<file path="config.mk">
export PLATFORM = sky130hd
export DESIGN_NAME = rom_arbiter
export DESIGN_NICKNAME = d
export VERILOG_FILES = /design/src/rtl/rom_arbiter.sv
export SDC_FILE = /design/constraint.sdc
export NUM_CORES = 1
export LEC_CHECK = 0
export BUFFER_PORTS_ARGS = -buffer_cell sky130_fd_sc_hd__buf_4
export CAP_MARGIN = 0
export CORE_ASPECT_RATIO = 1.4
export CORE_MARGIN = 10
export CORE_UTILIZATION = 31
export CTS_CLUSTER_SIZE = 12
export DETAILED_ROUTE_END_ITERATION = 8
export PLACE_DENSITY = 0.8
export SLEW_MARGIN = 20
export SYNTH_ARGS = -nofsm -noshare
export SYNTH_HDL_FRONTEND = slang
export SYNTH_SLANG_ARGS = --single-unit
</file>
<file path="constraint.sdc">
create_clock -name clock -period 1.5 [get_ports clock]
set_clock_uncertainty 0.15 [all_clocks]
set_input_delay 0.15 -clock clock [delete_from_list [all_inputs] [get_ports clock]]
set_output_delay 0.15 -clock clock [all_outputs]
set_load 0.01 [all_outputs]
</file>
<file path="src/rtl/rom_arbiter.sv">
// Round-robin arbiter sharing a single-port synchronous ROM between fetch and load.
// Define ROM_ARBITER_BACK_TO_BACK_EN to allow a new grant in the response-handshake cycle.
module rom_arbiter #(
   parameter int ADDR_WIDTH = 16,
   parameter int DATA_WIDTH = 16,
   parameter int ROM_DEPTH  = 256
) (
   input  logic                  clock,
   input  logic                  reset,
   input  logic                  fetch_req_valid,
   output logic                  fetch_req_ready,
   input  logic [ADDR_WIDTH-1:0] fetch_req_address,
   output logic                  fetch_rsp_valid,
   input  logic                  fetch_rsp_ready,
   output logic [DATA_WIDTH-1:0] fetch_rsp_data,
   output logic                  fetch_rsp_error,
   input  logic                  load_req_valid,
   output logic                  load_req_ready,
   input  logic [ADDR_WIDTH-1:0] load_req_address,
   output logic                  load_rsp_valid,
   input  logic                  load_rsp_ready,
   output logic [DATA_WIDTH-1:0] load_rsp_data,
   output logic                  load_rsp_error,
   output logic                  rom_select,
   output logic                  rom_read_enable,
   output logic [ADDR_WIDTH-1:0] rom_address,
   input  logic [DATA_WIDTH-1:0] rom_read_data
);

   localparam logic [0:0] IDLE = 1'b0;
   localparam logic [0:0] RESP = 1'b1;
   localparam logic FETCH = 1'b0;
   localparam logic LOAD  = 1'b1;

   logic [0:0] state;
   logic owner;
   logic last_grant;
   logic error_flag;

   logic owner_ready;
   logic rsp_done;
   logic arb_en;
   logic grant_fetch;
   logic grant_load;
   logic grant;
   logic out_of_range;
   logic fetch_active;
   logic load_active;
   logic [ADDR_WIDTH-1:0] winner_address;

   assign owner_ready = (owner == LOAD) ? load_rsp_ready : fetch_rsp_ready;
   assign rsp_done    = (state == RESP) & owner_ready;

`ifdef ROM_ARBITER_BACK_TO_BACK_EN
   assign arb_en = reset & ((state == IDLE) | rsp_done);
`else
   assign arb_en = reset & (state == IDLE);
`endif

   // Tie goes to whoever was not served last
   assign grant_fetch = arb_en & fetch_req_valid
                      & (~load_req_valid | (last_grant == LOAD));
   assign grant_load  = arb_en & load_req_valid
                      & (~fetch_req_valid | (last_grant == FETCH));
   assign grant       = grant_fetch | grant_load;

   assign winner_address = grant_load ? load_req_address
                                      : fetch_req_address;
   assign out_of_range   = 64'(winner_address) >= 64'(ROM_DEPTH);

   assign fetch_req_ready = grant_fetch;
   assign load_req_ready  = grant_load;

   assign rom_address     = grant ? winner_address : '0;
   assign rom_select      = grant & ~out_of_range;
   assign rom_read_enable = grant & ~out_of_range;

   assign fetch_active = (state == RESP) & (owner == FETCH);
   assign load_active  = (state == RESP) & (owner == LOAD);

   assign fetch_rsp_valid = fetch_active;
   assign fetch_rsp_error = fetch_active & error_flag;
   assign fetch_rsp_data  = (fetch_active & ~error_flag) ? rom_read_data
                                                         : '0;

   assign load_rsp_valid = load_active;
   assign load_rsp_error = load_active & error_flag;
   assign load_rsp_data  = (load_active & ~error_flag) ? rom_read_data
                                                       : '0;

   always_ff @(posedge clock or negedge reset) begin
      if (!reset) begin
         state      <= IDLE;
         owner      <= FETCH;
         last_grant <= LOAD;
         error_flag <= 1'b0;
      end else if (grant) begin
         state      <= RESP;
         owner      <= grant_load;
         last_grant <= grant_load;
         error_flag <= out_of_range;
      end else if (rsp_done) begin
         state <= IDLE;
      end
   end

endmodule

</file>
### Word-level counts from Yosys, hierarchy flattened

Cells that the tools add are included.
W data, S select, Z words.

| storage, ports and cells | value |
|---|---|
| memory bits (writable) | 0 |
| bits in latches | 0 |
| memories | 0 |
| memory bits (read-only) | 0 |
| register bits after elaboration | 4 |
| output and inout bits | 56 |

| cells by class | value |
|---|---|
| div/mod/pow operators | 0 |
| reductions and logical operators | 1 |
| multiply operators | 0 |
| add/sub/neg operators | 0 |
| equal/unequal tests | 0 |
| bitwise logic cells | 23 |
| shift-type cells | 0 |
| muxes and demuxes | 7 |
| $lt $le $gt $ge | 1 |

Operator list:

| cell | count |
|---|---|
| $mux W16 | 4 |
| $ge A16 B9 Y1 const B | 1 |
| $and A1 B1 Y1 | 13 |
| $not A1 Y1 | 7 |
| $mux W1 | 3 |
| $or A1 B1 Y1 | 3 |
| $reduce_bool A2 Y1 | 1 |

### Longest topological paths before layout

| depth | value |
|---|---|
| depth after elaboration | 8 |
| mapped depth | 5 |
| gate-level depth less buffers | 3 |

### Worst setup path before layout

OpenSTA, ideal clock, no wires.

| timing path | value |
|---|---|
| path kind | reg-to-output |
| start point | register last_grant |
| end point | output rom_select |
| data arrival time | 1.326 ns |
| stages on the path, launching flop included | 6 |
| slack | -0.126 ns |
| path through | dfstp_2 -> and2_1 -> buf_4 -> o211ai_2 -> a21oi_1 -> buf_4 |

| between the ends | value |
|---|---|
| cells in the longest elaborated chain, start to end | 7 |

RTL lines:

| element | line | source |
|---|---|---|
| from (decl) | 37 | `logic last_grant;` |
| from (signal assigned) | 100 | `last_grant <= grant_load;` |
| $not A1 Y1 | 64 | `& (~fetch_req_valid \| (last_grant == FETCH));` |
| $or A1 B1 Y1 | 64 |  |
| $and A1 B1 Y1 | 64 |  |
| $mux W16 | 67 | `assign winner_address = grant_load ? load_req_address` |
| $ge A16 B9 Y1 | 69 | `assign out_of_range = 64'(winner_address) >= 64'(ROM_DEPTH);` |
| $not A1 Y1 | n/a |  |
| $and A1 B1 Y1 * | n/a |  |
| to (decl) | 24 | `output logic rom_select,` |

Every way passes the cells marked *; elsewhere a longest branch is shown, timed or not.

### Worst setup path in the final report

| timing path | value |
|---|---|
| start point | register state |
| end point | output rom_address[12] |

| between the ends | value |
|---|---|
| cells in the longest elaborated chain, start to end | 6 |

RTL lines:

| element | line | source |
|---|---|---|
| from (decl) | 35 | `logic [0:0] state;` |
| from (signal assigned) | 93 | `state <= IDLE;` |
| from (signal assigned) | 98 | `state <= RESP;` |
| from (signal assigned) | 103 | `state <= IDLE;` |
| $not A1 Y1 * | 57 | `assign arb_en = reset & (state == IDLE);` |
| $and A1 B1 Y1 * | 57 |  |
| $and A1 B1 Y1 (on tied branches) | 63, 61 |  |
| $and A1 B1 Y1 (on tied branches) | 64, 62 |  |
| $mux W16 or $or A1 B1 Y1 (tied branches) | 67, 65 |  |
| $mux W16 * | 74 | `assign rom_address = grant ? winner_address : '0;` |
| to (decl) | 26 | `output logic [ADDR_WIDTH-1:0] rom_address,` |

Marked as above.

==> key figures <==
Power and ir drop
  • Total design power: between 2 and 2.5 mW
  • Clk pwr share: 0.070
  • Psw: just over 1 mW
  • Switching Fraction: 0.459
  • Pwr/cell area: between 1000 and 1500 nW/um^2
  • Lkg Pwr: 1.04 nW
  • Total internal power: 1.22 mW
  • Gate power share: 0.806
  • Sequential share of power: 0.124
  • Peak supply drop: ~1300 uV

STA
  • FMAX: between 500 and 600 MHz
  • Final Hold Fails: 0
  • TNS Setup: -14.36 ns
  • Slew at the pin with the worst max-slew slack: approximately 0.34 ns
  • Fin. max-slew vios: 0
  • RSZ-0062 raised after global routing: yes
  • Slew margin rel.: 0.769
  • Setup violations, final: 58
  • Post-route setup slack: -0.358 ns
  • Crit share post-route: 1.24
  • Min Tclk post-route: ~1.9 ns

Clocking
  • Reg clk slew, reported paths: about 0.040 ns
  • Clock tree buffer depth: 2
  • CTS H-Tree Depth: 1
  • Num CTS Buffers: 3
  • Root buffer cell: clkbuf_4
  • TritonCTS clock tree: built
  • Worst skew pair latency: between 0.2 and 0.3 ns
  • Clock sinks: 4

Worst setup path
  • Setup crit end kind: output pin
  • Crit path max fanout: 8
  • Worst EP arrival: roughly 1.6 ns
  • Worst Path Required: roughly 1.2 ns
  • Critical path startpoint category: flop
  • Critical path type: reg -> out

Global route
  • Largest net degree at the start of global routing: 19
  • Total gr overflow: 0
  • Global-route wire length before repair: a little over 7000 um
  • GRT Total Usage: 0.171
  • Vias in the first global route: 1,438
  • Initial antenna violation count: 0

Yosys
  • Complex-gate fraction of the synthesized area: 0.265
  • Post-Syn Area: ~830 um^2
  • Syn avg cell area: roughly 6.5 um^2
  • Synth area leader: and2_1
  • Synth Area in XOR/XNOR: 0
  • Main combinational cell family by area after synthesis: simple AND/OR/NAND/NOR gates
  • Yosys warning count: 0
  • Yosys cell types: 30
  • Ranking of synthesized cells by area: and2_1, a21oi_1, o21ai_0
  • Ys async rst share: 1.00
  • Top cells by count, synth: and2_1, a21oi_1, o21ai_0
  • Sequential-to-total area share from yosys stat: 0.122
  • EDFF count, synth: 0
  • Area share of and/or/nand/nor cells after synthesis: 0.500
  • Synthesized instance count: between 100 and 150
  • Top-count cell post-synth: and2_1
  • Mux share of post-synthesis cell area: 0
  • Post-synthesis net count: 182
  • Ys flop type: dfrtp_1
  • Post-synthesis adder-cell area fraction: 0
  • Register bit total from synthesis: 4
  • Synth top area share: 0.256

Placement
  • Inst Count DP: 279
  • Post-DP HPWL: between 3000 and 4000 um
  • Gp weighted congestion: roughly 0.89
  • PortBufs: between 100 and 150

Floorplanning
  • Die X: between 60 and 70 um
  • Initial Util: 0.321
  • # rows: 22
  • Die height: just over 80 um
  • I/O pins: between 100 and 150
  • Die area: 5180 um^2
  • Area of the core: 2590 um^2

Cells and area
  • Diodes inserted: 0
  • Post-Layout Cell Count: about 300
  • # nets final: between 300 and 400
  • Fill cell count: a little under 200
  • Layout cell share with drive strength beyond 1: 0.711
  • Syn-to-layout area delta: 147%
  • Final core utilization: 0.793

Detailed routing
  • Via-per-instance ratio: roughly 4.9
  • Drt pass-1 iters: 4
  • Detail Route Antenna Nets: 0
  • Drt wl/cell: roughly 18 um
  • Starting DRT DRC Count: 52
  • Final Routed Wirelength: about 5200 um
  • # DRC: 0
  • Detailed-route via count: 1,441

Worst hold path
  • Hold Path Class: in -> reg

Run status
  • Failing checks: setup timing
  • Status: finished with violations

Flow run
  • Max-cap viol count: 0
power groups by stage:
stage	sequential, mW	clock, mW	combinational, mW
detailed placement	0.224	0	1.39
CTS	0.265	0.167	1.60
global placement	0.222	0	1.38
finish	0.278	0.157	1.81
global route	0.291	0.164	1.94
floorplan	0.228	0	0.665
cell type report:
class                      instances  area (um^2)  share of cell area
clock buffer                       4         26.3              0.0128
inverter                           4         15.0             0.00732
multi-input combinational        111          820               0.400
sequential                         4          103              0.0500
tap                               36         45.0              0.0220
timing repair buffer             133         1040               0.508
critical path, stage by stage (launching register included):
cell and delay (ns):
dfrtp_1 0.41, nand3b_1 0.32, buf_6 0.23, o21ai_2 0.11, a21oi_1 0.08, buf_4 0.16
cell families (layout without fill, tap and decap cells):
kind of cell	count (synthesis)	after routing
AOI/OAI and AO/OA	40	40
buffers and inverters	15	141
DFF	4	4
and+or+nand+nor	69	71
stage by stage:
step	hold slack (ns)	area (um^2)	setup slack, ns
6_report	0.0204	2050	-0.358
5_1_grt	0.0283	2050	-0.398
4_1_cts	0.000605	1940	-0.327
3_5_place_dp	-0.0850	1750	-0.126
3_3_place_gp	-0.0876	1750	-0.0787
2_1_floorplan	-0.296	838	-0.0291
placed cells by master (no fill, tap or decap), drive strengths merged:
cell,count
and3b,1
nand2,4
nand2b,1
dfrtp,3
dfstp,1
o211ai,1
clkbuf,4
o221ai,1
and3,1
nand3b,2
a41o,1
nor2,5
a21oi,18
a21boi,1
dlygate4sd3,2
nor4,4
inv,4
nand3,16
and2b,1
nand4,1
or2,1
o22ai,1
and2,34
o21ai,17
buf,131
layer usage:
layer  up-vias  wire length [um]  GRT usage
met3         8               252     0.0220
met4         0                84     0.0461
li1        710                 -          -
met2        65              3000      0.341
met1       658              1900      0.183
met5         -                 0          0
registers in the layout (all words and copies together) (netlist names):
signal / count
owner: 1
error_flag: 1
last_grant: 1
state: 1
path summary, 6_finish.rpt:
check | cells after the start | from | endpoint | slack (ns)
worst max-delay path | 5 | state | rom_address[12] | -0.36
worst min-delay path | 2 | load_rsp_ready | state | 0.02
worst max register to register | 5 | state | last_grant | -0.04
worst min register to register | 3 | last_grant | last_grant | 0.48
max in group asynchronous | 3 | reset | last_grant | 0.71
min in group asynchronous | 3 | reset | owner | 0.25
repair_timing:
item / CTS / global route
hold buffers: 2 / 0
endpoints found under the hold margin: 5 / 0
setup endpoints to repair: 53 / 56
pin swaps: 34 / 10
gates cloned: 2 / 0
setup buffers: 2 / 3
gates resized for setup: 48 / 25
No activity file was read; power rests on OpenSTA's default activity.
